## src/rtl/paddle_input_ctrl_if.sv

```systemverilog
// Bundle of player inputs and conditioned paddle outputs for paddle_input_ctrl.
// The hps_io side is the master; the conditioner is the slave.
interface paddle_input_ctrl_if #(
  parameter int unsigned NUM_CH = 2,
  parameter int unsigned POS_W  = 8
);
  logic [3*NUM_CH-1:0]     mode;
  logic [16*NUM_CH-1:0]    joystick_analog;
  logic [8*NUM_CH-1:0]     paddle;
  logic [NUM_CH-1:0]       joy_up;
  logic [NUM_CH-1:0]       joy_down;
  logic                    vsync;
  logic [POS_W*NUM_CH-1:0] pos_out;
  logic                    pos_valid;

  modport master (
    output mode, joystick_analog, paddle, joy_up, joy_down, vsync,
    input  pos_out, pos_valid
  );

  modport slave (
    input  mode, joystick_analog, paddle, joy_up, joy_down, vsync,
    output pos_out, pos_valid
  );
endinterface

```

## src/rtl/paddle_input_ctrl.sv

```systemverilog
// Per-player paddle conditioner: one channel updated per clock after each vsync rise.
// Optional analog dead band for modes 0-2 enabled by defining PADDLE_DEADZONE_EN.
module paddle_input_ctrl #(
  parameter int unsigned NUM_CH       = 2,
  parameter int unsigned POS_W        = 8,
  parameter int unsigned RAMP_STEP    = 4,
  parameter int unsigned ACCEL_FRAMES = 8,
  parameter int unsigned MAX_SLEW     = 0,
  parameter int unsigned DEADZONE     = 6
) (
  input logic                clk_sys,
  input logic                reset_n,
  paddle_input_ctrl_if.slave bus
);

  localparam int unsigned ChW = (NUM_CH > 1) ? $clog2(NUM_CH) : 1;
  localparam logic [POS_W-1:0] PosMid = {1'b1, {(POS_W-1){1'b0}}};
  localparam logic [POS_W-1:0] SlewW  = POS_W'(MAX_SLEW);

  typedef enum logic [1:0] {StIdle, StUpd, StDone} state_e;

  state_e         state_q, state_d;
  logic [ChW-1:0] ch_q, ch_d;
  logic           vsync_dly_q, vsync_dly_d;
  logic           rise;

  logic [POS_W-1:0] pos_q       [NUM_CH];
  logic [POS_W-1:0] pos_d       [NUM_CH];
  logic [7:0]       ramp_q      [NUM_CH];
  logic [7:0]       ramp_d      [NUM_CH];
  logic [7:0]       hold_q      [NUM_CH];
  logic [7:0]       hold_d      [NUM_CH];
  logic [2:0]       mode_last_q [NUM_CH];
  logic [2:0]       mode_last_d [NUM_CH];

  // Datapath for the channel selected by ch_q
  logic [2:0]       sel_mode_raw, sel_mode, sel_mode_last;
  logic [15:0]      sel_joy;
  logic [7:0]       sel_pad, sel_ramp, sel_hold;
  logic             sel_up, sel_dn;
  logic [POS_W-1:0] sel_pos;
  logic [1:0]       accel;
  logic [10:0]      step, ramp_sum;
  logic [7:0]       ramp_new, hold_new, t8;
  logic [POS_W-1:0] tgt, pos_new;
`ifdef PADDLE_DEADZONE_EN
  logic signed [9:0] dev, dz;
`endif

  assign vsync_dly_d = bus.vsync;
  assign rise        = bus.vsync & ~vsync_dly_q;

  // State register
  always_ff @(posedge clk_sys or negedge reset_n) begin
    if (!reset_n) begin
      state_q     <= StIdle;
      ch_q        <= '0;
      vsync_dly_q <= 1'b0;
    end else begin
      state_q     <= state_d;
      ch_q        <= ch_d;
      vsync_dly_q <= vsync_dly_d;
    end
  end

  // Next-state logic; a rise outside StIdle is dropped
  always_comb begin
    state_d = state_q;
    ch_d    = ch_q;
    unique case (state_q)
      StIdle: begin
        if (rise) begin
          state_d = StUpd;
          ch_d    = '0;
        end
      end
      StUpd: begin
        if (ch_q == ChW'(NUM_CH - 1)) state_d = StDone;
        else                          ch_d    = ch_q + 1'b1;
      end
      StDone:  state_d = StIdle;
      default: state_d = StIdle;
    endcase
  end

  // Outputs
  always_comb begin
    bus.pos_valid = (state_q == StDone);
    bus.pos_out   = '0;
    for (int i = 0; i < NUM_CH; i++) bus.pos_out[POS_W*i +: POS_W] = pos_q[i];
  end

  always_comb begin
    sel_mode_raw  = '0;
    sel_mode_last = '0;
    sel_joy       = '0;
    sel_pad       = '0;
    sel_ramp      = '0;
    sel_hold      = '0;
    sel_up        = 1'b0;
    sel_dn        = 1'b0;
    sel_pos       = '0;
    for (int i = 0; i < NUM_CH; i++) begin
      if (ch_q == ChW'(i)) begin
        sel_mode_raw  = bus.mode[3*i +: 3];
        sel_mode_last = mode_last_q[i];
        sel_joy       = bus.joystick_analog[16*i +: 16];
        sel_pad       = bus.paddle[8*i +: 8];
        sel_ramp      = ramp_q[i];
        sel_hold      = hold_q[i];
        sel_up        = bus.joy_up[i];
        sel_dn        = bus.joy_down[i];
        sel_pos       = pos_q[i];
      end
    end
    sel_mode = (sel_mode_raw > 3'd4) ? 3'd0 : sel_mode_raw;
  end

  // Digital ramp with acceleration and bumpless entry into mode 4
  always_comb begin
    if (32'(sel_hold) >= 2 * ACCEL_FRAMES)  accel = 2'd2;
    else if (32'(sel_hold) >= ACCEL_FRAMES) accel = 2'd1;
    else                                    accel = 2'd0;
    step     = 11'(RAMP_STEP) << accel;
    ramp_sum = {3'b000, sel_ramp} + step;
    ramp_new = sel_ramp;
    hold_new = sel_hold;
    if (sel_mode == 3'd4) begin
      if (sel_mode != sel_mode_last) begin
        ramp_new = sel_pos[POS_W-1 -: 8];
        hold_new = 8'd0;
      end else if (sel_up != sel_dn) begin
        hold_new = (sel_hold == 8'hFF) ? 8'hFF : sel_hold + 8'd1;
        if (sel_up) ramp_new = (ramp_sum > 11'd255) ? 8'hFF : ramp_sum[7:0];
        else        ramp_new = (step >= {3'b000, sel_ramp}) ? 8'h00 : sel_ramp - step[7:0];
      end else begin
        hold_new = 8'd0;
      end
    end
  end

  // Target selection, width expansion and slew limiting
  always_comb begin
    unique case (sel_mode)
      3'd0:    t8 = sel_joy[15:8] + 8'h80;
      3'd1:    t8 = sel_joy[7:0] + 8'h80;
      3'd2:    t8 = sel_joy[7:0] ^ 8'h7F;
      3'd3:    t8 = sel_pad;
      default: t8 = ramp_new;
    endcase
`ifdef PADDLE_DEADZONE_EN
    dev = $signed({2'b00, t8}) - 10'sd128;
    dz  = $signed(10'(DEADZONE));
    if ((sel_mode <= 3'd2) && (dev <= dz) && (dev >= -dz)) t8 = 8'h80;
`endif
    // Replicate the top bits of t8 into the extra LSBs
    for (int b = 0; b < POS_W; b++) tgt[POS_W-1-b] = t8[7 - (b % 8)];
    pos_new = tgt;
    if (MAX_SLEW != 0) begin
      if (tgt > sel_pos) begin
        if (32'(tgt - sel_pos) > MAX_SLEW) pos_new = sel_pos + SlewW;
      end else if (32'(sel_pos - tgt) > MAX_SLEW) begin
        pos_new = sel_pos - SlewW;
      end
    end
  end

  always_comb begin
    pos_d       = pos_q;
    ramp_d      = ramp_q;
    hold_d      = hold_q;
    mode_last_d = mode_last_q;
    if (state_q == StUpd) begin
      for (int i = 0; i < NUM_CH; i++) begin
        if (ch_q == ChW'(i)) begin
          pos_d[i]       = pos_new;
          ramp_d[i]      = ramp_new;
          hold_d[i]      = hold_new;
          mode_last_d[i] = sel_mode;
        end
      end
    end
  end

  always_ff @(posedge clk_sys or negedge reset_n) begin
    if (!reset_n) begin
      for (int i = 0; i < NUM_CH; i++) begin
        pos_q[i]       <= PosMid;
        ramp_q[i]      <= 8'h80;
        hold_q[i]      <= 8'h00;
        mode_last_q[i] <= 3'd0;
      end
    end else begin
      pos_q       <= pos_d;
      ramp_q      <= ramp_d;
      hold_q      <= hold_d;
      mode_last_q <= mode_last_d;
    end
  end

endmodule

```

## src/flat_wrapper.sv

```systemverilog
// flat-port wrapper written by rule: the top's interface ports become plain ports
module paddle_input_ctrl_flat 
#(
  parameter int unsigned NUM_CH       = 2,
  parameter int unsigned POS_W        = 8,
  parameter int unsigned RAMP_STEP    = 4,
  parameter int unsigned ACCEL_FRAMES = 8,
  parameter int unsigned MAX_SLEW     = 0,
  parameter int unsigned DEADZONE     = 6
)
  (clk_sys, reset_n, bus_mode, bus_joystick_analog, bus_paddle, bus_joy_up, bus_joy_down, bus_vsync, bus_pos_out, bus_pos_valid);
  paddle_input_ctrl_if #(.NUM_CH(NUM_CH), .POS_W(POS_W)) bus_i ();
  input logic clk_sys;
  input logic reset_n;
  input wire logic [$bits(bus_i.mode)-1:0] bus_mode;
  input wire logic [$bits(bus_i.joystick_analog)-1:0] bus_joystick_analog;
  input wire logic [$bits(bus_i.paddle)-1:0] bus_paddle;
  input wire logic [$bits(bus_i.joy_up)-1:0] bus_joy_up;
  input wire logic [$bits(bus_i.joy_down)-1:0] bus_joy_down;
  input wire logic [$bits(bus_i.vsync)-1:0] bus_vsync;
  output wire logic [$bits(bus_i.pos_out)-1:0] bus_pos_out;
  output wire logic [$bits(bus_i.pos_valid)-1:0] bus_pos_valid;
  assign bus_i.mode = bus_mode;
  assign bus_i.joystick_analog = bus_joystick_analog;
  assign bus_i.paddle = bus_paddle;
  assign bus_i.joy_up = bus_joy_up;
  assign bus_i.joy_down = bus_joy_down;
  assign bus_i.vsync = bus_vsync;
  assign bus_pos_out = bus_i.pos_out;
  assign bus_pos_valid = bus_i.pos_valid;
  paddle_input_ctrl #(.NUM_CH(NUM_CH), .POS_W(POS_W), .RAMP_STEP(RAMP_STEP), .ACCEL_FRAMES(ACCEL_FRAMES), .MAX_SLEW(MAX_SLEW), .DEADZONE(DEADZONE)) u_core (.clk_sys(clk_sys), .reset_n(reset_n), .bus(bus_i));
endmodule
```

## config.mk

```make
export PLATFORM = sky130hd
export DESIGN_NAME = paddle_input_ctrl_flat
export DESIGN_NICKNAME = d
export VERILOG_FILES = /design/src/rtl/paddle_input_ctrl_if.sv /design/src/rtl/paddle_input_ctrl.sv /design/src/flat_wrapper.sv
export SDC_FILE = /design/constraint.sdc
export NUM_CORES = 1
export LEC_CHECK = 0
export BUFFER_PORTS_ARGS = -buffer_cell sky130_fd_sc_hd__buf_4
export CELL_PAD_IN_SITES_DETAIL_PLACEMENT = 1
export CELL_PAD_IN_SITES_GLOBAL_PLACEMENT = 1
export CORE_MARGIN = 10
export CORE_UTILIZATION = 45
export DETAILED_ROUTE_END_ITERATION = 6
export GPL_ROUTABILITY_DRIVEN = 0
export GPL_TIMING_DRIVEN = 0
export PLACE_DENSITY = 0.9
export SYNTH_ARGS = -nofsm -noshare
export SYNTH_HDL_FRONTEND = slang
export SYNTH_SLANG_ARGS = --single-unit
```

## constraint.sdc

```tcl
create_clock -name clk_sys -period 6.02 [get_ports clk_sys]
set_input_delay 0 -clock clk_sys [delete_from_list [all_inputs] [get_ports clk_sys]]
set_output_delay 0 -clock clk_sys [all_outputs]
set_load 0.05 [all_outputs]
```

# Yosys cells after proc, flatten, opt, wreduce, memory -nomap -nowiden
# Index checks and enable logic that the tools add are counted.
# totals
ff_bits,58
inputBits,61
output_inout_bits,17
wordCells,74
# op_classes
add_sub_neg,6
n_lt_le_gt_ge,5
n_eq_ne,11
n_shift,1
mux,29
bitwise,4
reduce_logical,7
# ops
operator,n
8-bit 2-to-1 mux,14
8-bit case mux with 4 select lines,1
8-bit adder (second input constant),2
16-bit 2-to-1 mux,1
8-bit by 11-bit adder with 11-bit output,1
11-bit by 8-bit >= comparator with 1-bit output,1
11-bit by 8-bit > comparator with 1-bit output (second input constant),1
3-bit by 2-bit << shifter with 11-bit output (first input constant),1
3-bit 2-to-1 mux,3
8-bit by 1-bit adder with 8-bit output (second input constant),1
8-bit equality test (second input constant),1
8-bit by 4-bit >= comparator with 1-bit output (second input constant),1
8-bit by 5-bit >= comparator with 1-bit output (second input constant),1
2-bit AND reduction,4
8-bit subtractor,1
7-bit NOT,1
3-bit by 2-bit equality test with 1-bit output (second input constant),2
2-bit 2-to-1 mux,3
1-bit 2-to-1 mux,5
2-bit by 1-bit != test with 1-bit output (second input constant),2
2-bit case mux with 2 select lines,1
3-bit by 1-bit equality test with 1-bit output (second input constant),1
3-bit equality test (second input constant),1
3-bit > comparator (second input constant),1
11 further kinds,12

# Depth between registers and ports, before layout
# logic_depth
word_depth,13
mapped_depth,14
depth_no_buf,12

# Worst setup path after synthesis
# OpenSTA, ideal clock, no wires.
# synth_timing
path_type,register to register
from,reg u_core.ch_q
to,reg u_core.pos_q (netlist bit u_core.bus.pos_out[2])
setup_time_ps,77
t_arrival_ps,3308
t_required_ps,5943
slack_ps,2636
path_stages_with_launch,15
path_buffers,3
synth_period_minus_slack_ps,3384
cell_sequence,dfrtp_1 buf_4 buf_2 buf_2 mux2i_1 nand4_1 or2_2 inv_1 ha_1 o21ba_2 o22ai_1 nor3_1 a221o_1 o311a_1 o21ai_1
# synth_via
elab_chain_len,13
# synth_rtl
element,line_no,rtl
from (decl),paddle_input_ctrl.sv:23,"logic [ChW-1:0] ch_q, ch_d;"
from (signal assigned),paddle_input_ctrl.sv:61,ch_q <= ch_d;
8-bit 2-to-1 mux,paddle_input_ctrl.sv:104,if (ch_q == ChW'(i)) begin
8-bit by 4-bit >= comparator with 1-bit output,paddle_input_ctrl.sv:122,else if (32'(sel_hold) >= ACCEL_FRAMES) accel = 2'd1;
1-bit 2-to-1 mux,paddle_input_ctrl.sv:122,
2-bit 2-to-1 mux,paddle_input_ctrl.sv:121,if (32'(sel_hold) >= 2 * ACCEL_FRAMES) accel = 2'd2;
3-bit by 2-bit << shifter with 11-bit output,paddle_input_ctrl.sv:124,step = 11'(RAMP_STEP) << accel;
8-bit by 11-bit adder with 11-bit output,paddle_input_ctrl.sv:125,"ramp_sum = {3'b000, sel_ramp} + step;"
11-bit by 8-bit > comparator with 1-bit output,paddle_input_ctrl.sv:134,if (sel_up) ramp_new = (ramp_sum > 11'd255) ? 8'hFF : ramp_sum[7:0];
8-bit 2-to-1 mux (2 in series),paddle_input_ctrl.sv:134,
8-bit 2-to-1 mux,paddle_input_ctrl.sv:132,end else if (sel_up != sel_dn) begin
8-bit 2-to-1 mux,paddle_input_ctrl.sv:129,if (sel_mode != sel_mode_last) begin
8-bit 2-to-1 mux,paddle_input_ctrl.sv:128,if (sel_mode == 3'd4) begin
8-bit case mux with 4 select lines,paddle_input_ctrl.sv:144,unique case (sel_mode)
"to (signal, indexed assignment)",paddle_input_ctrl.sv:188,pos_q[i] <= PosMid;
to (signal assigned),paddle_input_ctrl.sv:194,pos_q <= pos_d;
to (decl),paddle_input_ctrl.sv:27,logic [POS_W-1:0] pos_q [NUM_CH];
# Several ways; a longest one is shown, not always the timed one.
# A chain may end at the register's enable or synchronous reset.

# Worst setup path after layout
# layout_timing
from,reg u_core.ch_q
to,reg u_core.pos_q (netlist bit u_core.bus.pos_out[11])
# The elaborated chain is that of the path after synthesis.

==> impl_metrics.csv <==
group,metric,value,unit
drt,drcViolationCount,0,
clock_tree,cts_sinks,58,
die,dieArea,0.0146,sq mm
logic_synthesis,synthAdderAreaFrac,3.44,%
sta,hold_slack,0.0368,ns
die,die_width,121,microns
global_routing,grt_pass1_wl,28600,microns
die,ios,78,
sta,slew_headroom,44.2,%
global_routing,antenna_found_initial,0,
global_routing,gr-max-usage-layer,"met2",
worst_hold_path,hold_class,"in -> reg",
critical_path,start_kind,"flop",
critical_path,cp_max_fo,10,
power,leakage,0.00247,uW
drt,wl_per_cell,24.3,microns
clock_tree,hold_buffers,3,
layout,nFillCells,1201,
logic_synthesis,syn_inst,534,
die,rows,36,
critical_path,endpoint_kind,"flop",
critical_path,critPathKind,"reg -> reg",
logic_synthesis,synth_largest_area_cell,"dfrtp_1",
logic_synthesis,synth_top_family_by_area,"compound AO/OA/AOI/OAI gates",
die,initial_core_util,46.4,%
power,power.density,530,mW/mm^2
die,core,0.00986,sq mm
critical_path,required,6.23,ns
drt,vias,4853,
logic_synthesis,yosys.area_share.simple,19.5,%
sta,finalSetupTns,0,ns
drt,detail_route.iter0.violations,379,
logic_synthesis,synth_compound_area_share,24.8,%
global_routing,grt_overflow,0,
sta,fmax,218,MHz
sta,fin_ws,1.42,ns
logic_synthesis,synth_xor_area_share,1.34,%
layout,final_common_cell,"buf_4",
layout,fin_nets,696,
logic_synthesis,syn_area,0.00458,sq mm
drt,totalWireLength,18400,microns
global_routing,use_met3,6.56,%
placed_design,dpl-instance-area,0.00531,sq mm
global_routing,grt_max_degree,59,
critical_path,crit_path_start,"u_core.ch_q",
logic_synthesis,ys.flop_type,"dfrtp_1",
logic_synthesis,avgSynthCellArea,8.58,sq um
layout,drive_gt1_share,22.7,%
logic_synthesis,synth-warning-count,0,
sta,slew_violations,0,
run_status,outcome,"finished, final reports clean",
logic_synthesis,ys_seq_area_share,31.8,%
power,vdd_drop_max,374,uV
logic_synthesis,async_flop_share,100,%
sta,min_period,4.60,ns
sta,skew,0.00885,ns
drt,ant_nets,0,
logic_synthesis,synth.area.top_cells,"dfrtp_1 (30%), mux2i_1 (7.7%), nand2_1 (4.6%)",
global_routing,grt_pass1_vias,5201,
global_routing,grtUsageMet2,43.6,%
layout,stdcell_area,0.00552,sq mm
layout,num_antenna_cells,0,
clock_tree,cts_resized,0,
worst_hold_path,min_from,"bus_joystick_analog[29]",
sta,fin_crit_sh,76.3,%
sta,setup_viol,0,
clock_tree,cts_buffers,9,
clock_tree,clockBufferDepth,2,
global_routing,grt_use_met1,28.1,%
layout,final_cell_mix,"buf_4 (77), nand2_1 (56), dfrtp_1 (54), mux2i_1 (35), nor2_1 (35)",
drt,avgViaCountPerCell,6.39,
sta,tightest_slew,0.834,ns
logic_synthesis,synth_mux_area_share,13.4,%
placed_design,portBuffers,75,
die,die-height,121,microns
placed_design,post-place-ws,1.62,ns
critical_path,worstReg2RegStart,"u_core.ch_q",
placed_design,dp_hpwl,14100,microns
logic_synthesis,synth-edff-count,0,
clock_tree,cts-root-buf,"clkbuf_8",
sta,rsz0062_at_grt,"no",
clock_tree,clk_latency,0.36,ns
layout,area_delta_synth_final,20.5,%
clock_tree,clkTransAtPathRegs,0.07,ns
clock_tree,postCtsSetupRepairBufs,0,
sta,final_hold_viol_count,0,
layout,regArea,0.00146,sq mm
flow_run,maxCapViolations,0,
global_routing,track_usage,24.9,%
logic_synthesis,synthesis.nets,607,
clock_tree,cts_tree,"done",
clock_tree,htreeDepth,3,
logic_synthesis,synth.distinct_cells,73,
drt,dr.pass1.iters,5,
critical_path,crit_arrival,4.81,ns
layout,multi_input_area,0.00287,sq mm
logic_synthesis,synth.ff_latch_count,58,
logic_synthesis,netlist.area_leader.share,29.5,%
-- worst max-delay path, stage by stage, from the launching register on --
cell	delay, ns
dfrtp_1	0.51
buf_4	0.27
buf_2	0.34
buf_2	0.34
mux2i_1	0.29
nand4_1	0.27
ha_1	0.40
clkbuf_1	0.22
a21oi_1	0.49
a211oi_2	0.14
nor2_1	0.27
o311ai_1	0.22
a221oi_1	0.57
o21ai_1	0.11
-- cell type report --
class,count,share of cell area (%)
buffer,32,2.70
clock buffer,12,2.99
clock inverter,2,0.227
inverter,29,1.97
multi-input combinational,415,51.9
sequential,58,26.4
tap,133,3.02
timing repair buffer,78,10.8
-- per-stage QoR --
stage | utilization [%] | std cells | power, uW
after floorplan | - | 534 | 1930
after global placement | 53.8 | 742 | 2410
after detailed placement | 53.8 | 742 | 2530
after CTS | 55.9 | 759 | 2880
after global routing | 55.9 | 759 | 3080
final | 55.9 | 759 | 2930
-- registers in the layout (all words and copies together), names as in the netlist --
register	flops
u_core.state_q	2
u_core.hold_q	16
u_core.ch_q	1
u_core.bus.pos_out	16
u_core.mode_last_q	6
u_core.ramp_q	16
u_core.vsync_dly_q	1
-- path summary, 6_finish.rpt --
path                       slack (ns)                     end  cells past startpoint
setup / recovery                 1.42  u_core.bus.pos_out[11]                     13
setup reg to reg                 1.42  u_core.bus.pos_out[11]                     13
max in group asynchronous        5.25        u_core.hold_q[4]                      2
hold / removal                   0.04  u_core.bus.pos_out[13]                      4
hold reg to reg                  0.48   u_core.mode_last_q[5]                      2
min in group asynchronous        0.26   u_core.mode_last_q[3]                      2
-- report_power, final --
part | leakage (uW) | internal [uW] | switching, uW | total (uW)
sequential | 0.000735 | 550 | 157 | 707
combinational | 0.00165 | 651 | 1230 | 1880
clock | 0.0000903 | 178 | 163 | 340
total | 0.00247 | 1380 | 1550 | 2930
-- kinds of logic after synthesis --
group	Yosys count
flip-flops	58
multiplexers	54
XOR/XNOR	7
adder cells (fa/ha/maj)	12
AND/OR/NAND/NOR	170
AO/OA/AOI/OAI	172
buffers and inverters	61
-- cell usage after synthesis, drive strengths merged, types with 6 or more instances --
| cell type | n |
|---|---|
| a211oi | 8 |
| a21oi | 24 |
| a22oi | 6 |
| a31oi | 14 |
| buf | 15 |
| clkbuf | 17 |
| dfrtp | 54 |
| ha | 11 |
| inv | 28 |
| mux2 | 14 |
| mux2i | 36 |
| nand2 | 57 |
| nand2b | 7 |
| nand3 | 11 |
| nor2 | 36 |
| nor2b | 10 |
| nor3b | 7 |
| o211ai | 6 |
| o21ai | 58 |
| o22ai | 6 |
-- per-layer routing --
layer,vias to the layer above,wire length (microns)
met2,270,9360
met3,54,1640
met1,2377,6870
li1,2152,-
met5,-,0
met4,0,567
(Power assumes the default switching activity.)
